$ cat src/rtl/instruction_prefetch.sv
// Instruction prefetch unit: keeps up to DEPTH fetched words queued ahead of decode.
// Optional macro PREFETCH_PERF_EN adds a 32-bit fetch_count output of accepted instructions.
module instruction_prefetch #(
  parameter int INST_WIDTH                                  = 32,
  parameter int INST_MEMORY_ADDRESS_WIDTH                   = 32,
  parameter int DEPTH                                       = 4,
  parameter logic [INST_MEMORY_ADDRESS_WIDTH-1:0] RESET_PC  = '0
) (
  input  logic                                 clk,
  input  logic                                 rst,
  output logic                                 mem_req,
  output logic [INST_MEMORY_ADDRESS_WIDTH-1:0] mem_addr,
  input  logic                                 mem_ack,
  input  logic [INST_WIDTH-1:0]                mem_rdata,
  input  logic                                 redirect_valid,
  input  logic [INST_MEMORY_ADDRESS_WIDTH-1:0] redirect_pc,
  output logic                                 inst_valid,
  input  logic                                 inst_ready,
  output logic [INST_WIDTH-1:0]                inst_data,
  output logic [INST_MEMORY_ADDRESS_WIDTH-1:0] inst_pc
`ifdef PREFETCH_PERF_EN
  ,
  output logic [31:0]                          fetch_count
`endif
);

  localparam int AW    = INST_MEMORY_ADDRESS_WIDTH;
  localparam int PTR_W = (DEPTH > 1) ? $clog2(DEPTH) : 1;
  localparam int CNT_W = $clog2(DEPTH + 1);
  localparam logic [CNT_W-1:0] FULL = CNT_W'(DEPTH);

  typedef enum logic [1:0] {IDLE, WAIT_ACK, DISCARD} state_t;

  state_t                state;
  logic [AW-1:0]         fetch_pc;
  logic [PTR_W-1:0]      rd_ptr;
  logic [PTR_W-1:0]      wr_ptr;
  logic [CNT_W-1:0]      count;
  logic [INST_WIDTH-1:0] data_q [DEPTH];
  logic [AW-1:0]         pc_q   [DEPTH];
  logic                  push;
  logic                  pop;
  logic                  issue;

  // Issue only from IDLE, so the in-flight word always has a free slot; a pop
  // in the same cycle frees one early so a full queue refills immediately.
  always_comb begin
    pop        = (count != '0) && inst_ready;
    push       = (state == WAIT_ACK) && mem_ack && !redirect_valid;
    issue      = (state == IDLE) && !redirect_valid && ((count != FULL) || pop);
    inst_valid = (count != '0);
    inst_data  = inst_valid ? data_q[rd_ptr] : '0;
    inst_pc    = inst_valid ? pc_q[rd_ptr]   : '0;
  end

  always_ff @(posedge clk) begin
    if (push) begin
      data_q[wr_ptr] <= mem_rdata;
      pc_q[wr_ptr]   <= mem_addr;
    end
  end

  always_ff @(posedge clk) begin
    if (rst) begin
      state    <= IDLE;
      fetch_pc <= RESET_PC;
      mem_req  <= 1'b0;
      mem_addr <= RESET_PC;
      rd_ptr   <= '0;
      wr_ptr   <= '0;
      count    <= '0;
    end else begin
      if (redirect_valid) begin
        rd_ptr   <= '0;
        wr_ptr   <= '0;
        count    <= '0;
        fetch_pc <= redirect_pc;
      end else begin
        if (push) begin
          wr_ptr   <= wr_ptr + 1'b1;
          fetch_pc <= fetch_pc + AW'(4);
        end
        if (pop) rd_ptr <= rd_ptr + 1'b1;
        if (push && !pop)      count <= count + 1'b1;
        else if (!push && pop) count <= count - 1'b1;
      end

      case (state)
        IDLE: begin
          if (issue) begin
            mem_req  <= 1'b1;
            mem_addr <= fetch_pc;
            state    <= WAIT_ACK;
          end
        end
        WAIT_ACK: begin
          if (mem_ack) begin
            mem_req <= 1'b0;
            state   <= IDLE;
          end else if (redirect_valid) begin
            mem_req <= 1'b0;
            state   <= DISCARD;
          end
        end
        DISCARD: begin
          if (mem_ack) state <= IDLE;
        end
        default: begin
          mem_req <= 1'b0;
          state   <= IDLE;
        end
      endcase
    end
  end

`ifdef PREFETCH_PERF_EN
  always_ff @(posedge clk) begin
    if (rst || redirect_valid) fetch_count <= '0;
    else if (pop)              fetch_count <= fetch_count + 32'd1;
  end
`endif

endmodule
$ cat config.mk
export PLATFORM = sky130hd
export DESIGN_NAME = instruction_prefetch
export DESIGN_NICKNAME = d
export VERILOG_FILES = /design/src/rtl/instruction_prefetch.sv
export SDC_FILE = /design/constraint.sdc
export NUM_CORES = 1
export LEC_CHECK = 0
export CAP_MARGIN = 20
export CORE_MARGIN = 3
export CORE_UTILIZATION = 50
export CTS_BUF_LIST = sky130_fd_sc_hd__clkbuf_16
export DETAILED_ROUTE_END_ITERATION = 8
export GPL_TIMING_DRIVEN = 0
export PLACE_DENSITY = 0.74
export RECOVER_POWER = 50
export SYNTH_ARGS = -nofsm -noshare
export SYNTH_HDL_FRONTEND = slang
export SYNTH_SLANG_ARGS = --single-unit
export TNS_END_PERCENT = 50
$ cat constraint.sdc
create_clock -name clk -period 4 [get_ports clk]
set_clock_uncertainty 0.05 [all_clocks]
set_input_delay 0.4 -clock clk [delete_from_list [all_inputs] [get_ports clk]]
set_output_delay 0.4 -clock clk [all_outputs]
set_load 0.1 [all_outputs]
[Word-level counts from Yosys, hierarchy flattened]
Memory sizes are Yosys's and may differ from the RTL's. A register that Yosys moved wholly into a read port is not among the register bits.
Cells that the tools add are included.
Storage, ports and cells
  flip-flop bits (word level): 74
  memory bits (writable): 256
  input port bits: 69
  output and inout port bits: 98
  word-level logic and storage cells: 61
  memories: 2
Memory list
  data_q: depth 4, bits a word 32, read ports 1, clocked after memory_dff 1, wr ports 1, RTL line 39  | logic [INST_WIDTH-1:0] data_q [DEPTH];
  pc_q: depth 4, bits a word 32, read ports 1, clocked after memory_dff 1, wr ports 1, RTL line 40  | logic [AW-1:0] pc_q [DEPTH];
Cells by class
  $add $sub $neg: 5
  equality and inequality tests: 6
  muxes and demuxes: 21
  bitwise gates (word level): 1
  reduce and logical (&&, ||, !) cells: 19
Operators with widths (count)
  $mux W32: 4
  $add A32 B3 Y32 const B: 1
  $mux W2: 8
  $logic_and A1 B1 Y1: 7
  $mux W3: 2
  $ne A3 B3 Y1 const B: 2
  $pmux W2 S3: 1
  $reduce_and A3 Y1: 2
  $mux W1: 5
  $add A2 B1 Y2 const B: 2
  $ne A2 B2 Y1 const B: 2
  $reduce_bool A2 Y1: 2
  $add A3 B1 Y3 const B: 1
  $logic_not A1 Y1: 3
  $pmux W1 S3: 1
  $reduce_bool A3 Y1: 1
  $sub A3 B1 Y3 const B: 1
  $eq A2 B1 Y1 const B: 1
  $eq A2 B2 Y1 const B: 1
  $logic_not A2 Y1: 1
  $reduce_and A2 Y1: 1
  $reduce_or A2 Y1: 1
  $logic_or A1 B1 Y1: 1
  $not A1 Y1: 1

[Longest topological paths before layout]
  word-level depth: 7
  depth in mapped cells: 9
  depth with buffers taken out: 8

[Worst setup path after synthesis]
Ideal clock, no wire load.
  path type: input-to-reg
  from: in redirect_valid
  to: mem data_q[1][0] (enable)
  library setup time: 429 ps
  arrival time: 2607 ps
  data required time: 3521 ps
  slack: 914 ps
  cell stages on the path: 4
  buffers on the path: 2
  cells stage by stage: clkbuf_1 inv_1 clkbuf_1 and3_1
Between the ends
  cells in the longest elaborated chain, start to end: 4
Ends and longest elaborated chain
  from (decl): RTL line 15  | input logic redirect_valid,
  $logic_not A1 Y1: RTL line 49  | push = (state == WAIT_ACK) && mem_ack && !redirect_valid;
  $logic_and A1 B1 Y1: RTL line 49
  $mux W1: RTL line 57  | if (push) begin
  $mux W1 (not written as such): RTL line 58  | data_q[wr_ptr] <= mem_rdata;
  to (decl): RTL line 39
Every way passes these cells.

==> implementation parameters <==
Parameter                              Value

STA
  Min Hold Slack ... 0.430 ns
  Fmax ... 267 MHz
  Final setup slack of the worst path ... 0.253 ns
  RSZ-0062 raised after global routing ... false
  Fin. max-slew vios ... 0
  Headroom to the max-slew limit ... 17.2%
  Final Hold Violating Endpoints ... 0
  Final worst path period share ... 93.7%
  Time the final worst path needs with I/O delays and setup ... 3.75 ns
  Final setup TNS ... 0 ns
  Worst-margin pin slew ... 1.24 ns
  Final setup violation count ... 0

Synth
  Synthesized netlist cell count ... 803
  Ys Warns ... 0
  Top flip-flop cell by instance count after synthesis ... edfxtp_1
  Part of the Yosys area used for sequential elements ... 70.8%
  Post-synth top area share ... 59.1%
  Leading area contributor after synthesis ... edfxtp_1
  Post-Syn Area per Cell ... 16.2 um^2
  Post-synth EDFFs ... 256
  Flip-flop and latch count after synthesis ... 332
  Synthesized netlist net count ... 879
  Number of library cell types mapped by synthesis ... 45
  Leading cell types by total area after synthesis ... edfxtp_1 59%, dfxtp_1 12%, mux4_2 11%, and2_1 3.1%, nand2_1 2.3%
  Netlist Area Pre-Place ... 0.0130 mm^2
  Share of synthesized registers carrying an async set or reset ... 0%

Detailed routing
  DRC violation total after the first TritonRoute iteration ... 588
  Final WL ... 27100 um
  Remaining DRCs ... 0
  Via count ... 7393
  Count of TritonRoute iterations in the first routing pass ... 5
  Routed length per instance ... 19.9 um
  Post-DR vias/cell ... 5.42
  Detail Route Antenna Nets ... 0

Setup path
  Start of the worst register-to-register path ... state[0]$_SDFFE_PP0P_
  Critical path's top delay family ... buffers and inverters
  Destination of the critical timing path ... inst_pc[14]
  Endpoint of the most critical register-to-register path ... pc_q[1][0]$_DFFE_PP_
  Most Frequent Cell on Critical Path ... clkbuf_1
  Cell chain of the critical path ... clkbuf_1 > clkbuf_1 > mux4_2 > and2_1 > dlygate4sd2_1
  Path length in cells of the critical path ... 5
  CP Data Required Time ... 3.55 ns
  Biggest cell delay along the critical path ... 0.90 ns
  Startpoint types ... flip-flop
  Buffers & Inverters on Critical Path ... 3
  Cell type of the slowest stage on the worst timing path ... dlygate4sd2_1
  Data arrival at the endpoint of the critical path ... 3.30 ns
  Number of cells traversed by the worst register-to-register path ... 5
  Critical path start-end classification ... reg2out
  Setup slack on the worst flop-to-flop path ... 1.14 ns
  Kind of capture point of the worst setup path ... output port
  CP Max Fanout ... 10

Power and ir drop
  Peak ir drop on the vdd network ... 0.313 mV
  Total power divided by cell area ... 468 mW/mm^2
  Static Leakage ... 5.41 nW

Layout
  Fraction of layout instances using a drive strength above 1 ... 12.7%
  Most used cells in the layout excluding fill and tap cells ... 256 x edfxtp_1, 79 x nand2_1, 76 x dfxtp_1
  Area growth, synth to finish ... 24.3%
  Most common library cell in the layout ignoring fill and taps ... edfxtp_1
  Post-route design area ... 0.0162 mm^2
  Final core utilization ... 63.6%
  Fillers ... 1924
  Total number of nets in the final design ... 1085

Global routing
  Largest net degree at the start of global routing ... 47
  First-pass GRT wire length ... 43400 um
  Number of global-route vias before repair ... 7563
  Global routing usage summed across all routing layers ... 19.6%
  Initial antenna violation count ... 0
  Total congestion overflow after global routing ... 0

Placement
  Total cell area at the placement stage ... 0.0152 mm^2
  Hpwl dp ... 17700 um
  Worst setup slack after placement ... 0.343 ns
  Number of port buffers ... 166
  RD Place Congestion ... 0.829

Clock tree
  Count of H-tree levels built during CTS ... 2
  Clock Sink Count ... 332
  TritonCTS clock tree ... yes
  Maximum clock insertion buffer count ... 3
  Buffer cell driving the clock tree root ... clkbuf_16
  CTS Hold Buffers Added ... 0
  CTS buffer count ... 35
  Clock edge transition at the registers on the reported setup and hold paths ... 0.06 ns
  Clock latency on the worst-skew pair ... 0.50 ns

Floorplanning
  Area of the placeable core ... 0.0254 mm^2
  Starting utilization of the core area ... 51.2%
  Die span in y ... 167 um
  Ports placed on the boundary ... 167
  Standard-cell rows ... 58
  Floorplan die width ... 167 um
  DIE AREA ... 0.0280 mm^2

Job
  Max Cap Violations ... 0

Status
  Outcome ... finished, final reports clean

Hold path
  Hold Crit Class ... in2reg
sequential cells by signal, summed over array words and instances (netlist names), named ones only:
| signal | count |
|---|---|
| wr_ptr | 2 |
| data_q | 128 |
| mem_addr | 32 |
| mem_req | 1 |
| pc_q | 128 |
| rd_ptr | 2 |
| count | 3 |
| fetch_pc | 32 |
| state | 2 |
kinds of logic (layout without fill, tap and decap cells):
| logic type | count (synthesis) | count (layout) | share of synthesized area (%) |
|---|---|---|---|
| flip-flops | 332 | 332 | 70.8 |
| other | 0 | 1 | 0 |
| AO/OA/AOI/OAI | 70 | 70 | 3.21 |
| multiplexers | 71 | 71 | 11.6 |
| XOR/XNOR | 31 | 31 | 2.09 |
| buffers and inverters | 53 | 284 | 1.61 |
| adder cells (fa/ha/maj) | 7 | 7 | 0.731 |
| AND/OR/NAND/NOR | 239 | 239 | 9.88 |
cell usage after synthesis, types with 12 or more instances:
cell type / number
edfxtp_1: 256
nand2_1: 79
dfxtp_1: 76
and2_1: 64
mux4_2: 64
a21oi_1: 40
nor2_1: 38
clkbuf_1: 36
a211oi_1: 19
xor2_1: 19
xnor2_1: 12
worst reg2reg max path: stages (launching register included):
cell	delay, ns
dfxtp_1	0.30
buf_2	0.16
and3b_1	0.17
clkbuf_1	0.40
and3_1	1.07
buf_16	0.36
where the power goes:
group / total [mW] / leakage (nW) / internal, mW / switching, mW
Combinational: 0.741 / 2.05 / 0.197 / 0.544
Clock: 3.00 / 0.579 / 1.79 / 1.21
Sequential: 3.82 / 2.79 / 3.76 / 0.0579
Total: 7.56 / 5.41 / 5.74 / 1.81
worst min path at each step:
stage | start | to | slack (ns) | cells past startpoint
after floorplan | fetch_pc[0]$_SDFFE_PP0P_ | mem_addr[0]$_SDFFE_PP0P_ | 0.38 | 2
after global placement | count[2]$_SDFFE_PP0P_ | count[2]$_SDFFE_PP0P_ | 0.42 | 2
after detailed placement | mem_req$_SDFFE_PP0P_ | mem_req$_SDFFE_PP0P_ | 0.43 | 2
after CTS | redirect_pc[27] | fetch_pc[27]$_SDFFE_PP0N_ | 0.41 | 3
after global routing | redirect_pc[27] | fetch_pc[27]$_SDFFE_PP0N_ | 0.41 | 3
final | redirect_pc[27] | fetch_pc[27]$_SDFFE_PP0N_ | 0.43 | 3
final cells by class:
cell class                      instances  area [um^2]  share of cell area [%]
Clock buffer                           37          926                    5.73
Clock inverter                         25          154                   0.952
Antenna cell                            1         2.50                  0.0155
Tap cell                              330          413                    2.55
Multi-Input combinational cell        418         3560                    22.0
Buffer                                 45          178                    1.10
Timing Repair Buffer                  170         1700                    10.5
Inverter                                7         26.3                   0.163
Sequential cell                       332         9210                    57.0
layer usage:
metal	GRT usage (%)	share of wire, %	vias up
met2	31.7	48	214
met1	28.7	45	3675
met3	3.35	5.4	29
met4	3.95	1.3	0
met5	0	0	-
li1	-	-	3475
timing repair:
item                       4_1_cts  5_1_grt
resized for setup               60        0
buffers inserted                 0        0
setup endpoints to repair       60        0
metrics by stage:
| step | power (mW) | std cells |
|---|---|---|
| after floorplan | 4.41 | 803 |
| after global routing | 7.81 | 1364 |
| after global placement | 4.66 | 1299 |
| final | 7.56 | 1365 |
| after CTS | 7.64 | 1364 |
| after detailed placement | 4.67 | 1303 |
Note: power is estimated with default switching activity, not from simulation.
==> RTL change, RTL diff (same settings) <==
The parameter `INST_MEMORY_ADDRESS_WIDTH` goes from 32 to 24.
--- a/src/rtl/instruction_prefetch.sv
+++ b/src/rtl/instruction_prefetch.sv
@@ -2,7 +2,7 @@
 // Optional macro PREFETCH_PERF_EN adds a 32-bit fetch_count output of accepted instructions.
 module instruction_prefetch #(
   parameter int INST_WIDTH                                  = 32,
-  parameter int INST_MEMORY_ADDRESS_WIDTH                   = 32,
+  parameter int INST_MEMORY_ADDRESS_WIDTH                   = 24,
   parameter int DEPTH                                       = 4,
   parameter logic [INST_MEMORY_ADDRESS_WIDTH-1:0] RESET_PC  = '0
 ) (
Interface: changed (resized inst_pc, mem_addr and redirect_pc); port bits go from 167 to 143. The function was not compared with the original's and may differ.
==> RTL change against the original RTL <==
- synthesized area is 14% lower
- non-clock buffer count shrank 33
- total power down 16%
- sequential cell count decreased by 48
- routed wire length is 19% lower
- sequential share of layout area increased by 0.64 points
- final area decreased by 15%
- synthesized cell count shrank 15%
- worst setup slack better by 0.012 ns
- critical endpoint is now inst_pc[13]
- highest routed layer is now met5
==> RTL change: results (changes against the original RTL) <==
Clock network
The number of clock buffers inserted by TritonCTS is 29 (-17%). The latest clock arrival within the worst-skew pair is 0.52 ns (+0.02 ns). The number of levels the H-tree was split into is 1 (-1). The number of instances resized during post-cts repair is 40 (-33%).

Status
The flow ran to the end, and the final reports show no timing, DRC or antenna violations.

Finish
The net count reported at finish is 925 (-15%). The fraction of area in registers is 0.5761 (+0.006357). The number of inverters outside the clock class in the layout is 10 (+3).

The total number of multi-input combinational cells was 350 (-16%). The final cell utilization of the core is 0.6286 (-0.007754). The non-clock buffer total of the final layout is 182 (-15%).

The largest registers in the layout are data_q (128), pc_q (96). The number of clock-tree buffers in the layout is 31 (-16%). The antenna diode count was 2 (+1).

The multi-input logic portion of the cell area came to 0.2197 (-0.0004814).

Detailed routing
The total vias in the final route is 6,332 (-14%). The number of detailed-route iterations in the first pass is 4 (-1). The iteration-0 DRC count of the detailed router is 367 (-38%).

Yosys
The post-synthesis net count was 753 (-14%). In the post-synthesis netlist, the biggest area contributors are sky130_fd_sc_hd__edfxtp_1, sky130_fd_sc_hd__mux4_2, sky130_fd_sc_hd__dfxtp_1, sky130_fd_sc_hd__and2_1, sky130_fd_sc_hd__nand2_1. The sequential fraction of the synthesis area was 0.7108 (+0.002419). The synthesized instance count is 685 (-15%). By count the netlist is led by sky130_fd_sc_hd__edfxtp_1, sky130_fd_sc_hd__nand2_1, sky130_fd_sc_hd__and2_1. The count of unique library cells instantiated by Yosys is 44 (-2.2%).

Global route
The number of antenna violations at the first check in global routing is 2 (+2). The maximum number of pins on one net before global-route repair is 57 (+21%). The number of global-route vias before repair is 6,520 (-14%).

Placement
The number of port buffers is 141 (-15%). The total half-perimeter wirelength after legalization and detailed placement was 13,940 microns (-21%). The total placed instance area is 12,920 sq um (-15%).

Setup path
The data arrival time at the worst-slack endpoint is 3.28 ns (-0.02 ns). The delay contributed by the slowest stage of the critical path is 0.87 ns (-0.03 ns). The length in cells of the worst reg-to-reg path came to 8 (+3).

Power and ir drop
The standby leakage power is 4.527 nW (-16%). The peak ir drop on the vdd network was 0.3106 mV (-0.89%).
==> RTL change: changes by cell type in the layout (fill, tap and decap cells not counted), moves of 14 or more <==
cell | before | now
sky130_fd_sc_hd__clkdlybuf4s50_1 | 72 | 54
sky130_fd_sc_hd__dfxtp_1 | 76 | 60
sky130_fd_sc_hd__dlygate4sd2_1 | 60 | 40
sky130_fd_sc_hd__edfxtp_1 | 256 | 224
sky130_fd_sc_hd__nor2_1 | 38 | 24
==> RTL change: layer usage <==
metal	global-route usage	wire (microns)	vias to the layer above
li1	-	-	2985
met1	0.2453	9083	3103
met2	0.3151	11050	220
met3	0.03227	1528	22
met4	0.03668	303	2
met5	0	13	-
==> RTL change: cells by family after synthesis <==
logic type,Yosys count,synth area share
DFF,284,0.7108
and+or+nand+nor,204,0.09827
AOI/OAI and AO/OA,66,0.03758
muxes,60,0.1167
buffers and inverters,51,0.01795
xor gates and xnor gates,13,0.01021
adders and majority gates,7,0.008526
==> RTL change: path summary, 6_finish.rpt <==
path                             start                        end  slack (ns)
max                               flop                inst_pc[13]        0.27
min                                rst  fetch_pc[13]$_SDFFE_PP0N_        0.31
max reg2reg      state[1]$_SDFFE_PP0P_      count[2]$_SDFFE_PP0P_        1.35
min reg2reg  fetch_pc[19]$_SDFFE_PP0N_  mem_addr[19]$_SDFFE_PP0P_        0.43
==> RTL change: power by group <==
group          switching [W]  internal, W
Sequential         0.0000433      0.00322
Clock                0.00104      0.00145
Combinational       0.000452     0.000166
Total                0.00153      0.00484
==> RTL change: worst reg2reg max path, delay by kind of cell, from the launching register on <==
kind	cells	cell delay [ns]
and+or+nand+nor	2	0.99
adders and majority gates	2	0.67
DFF	1	0.30
buffers and inverters	2	0.25
xor gates and xnor gates	1	0.17
AOI/OAI and AO/OA	1	0.13
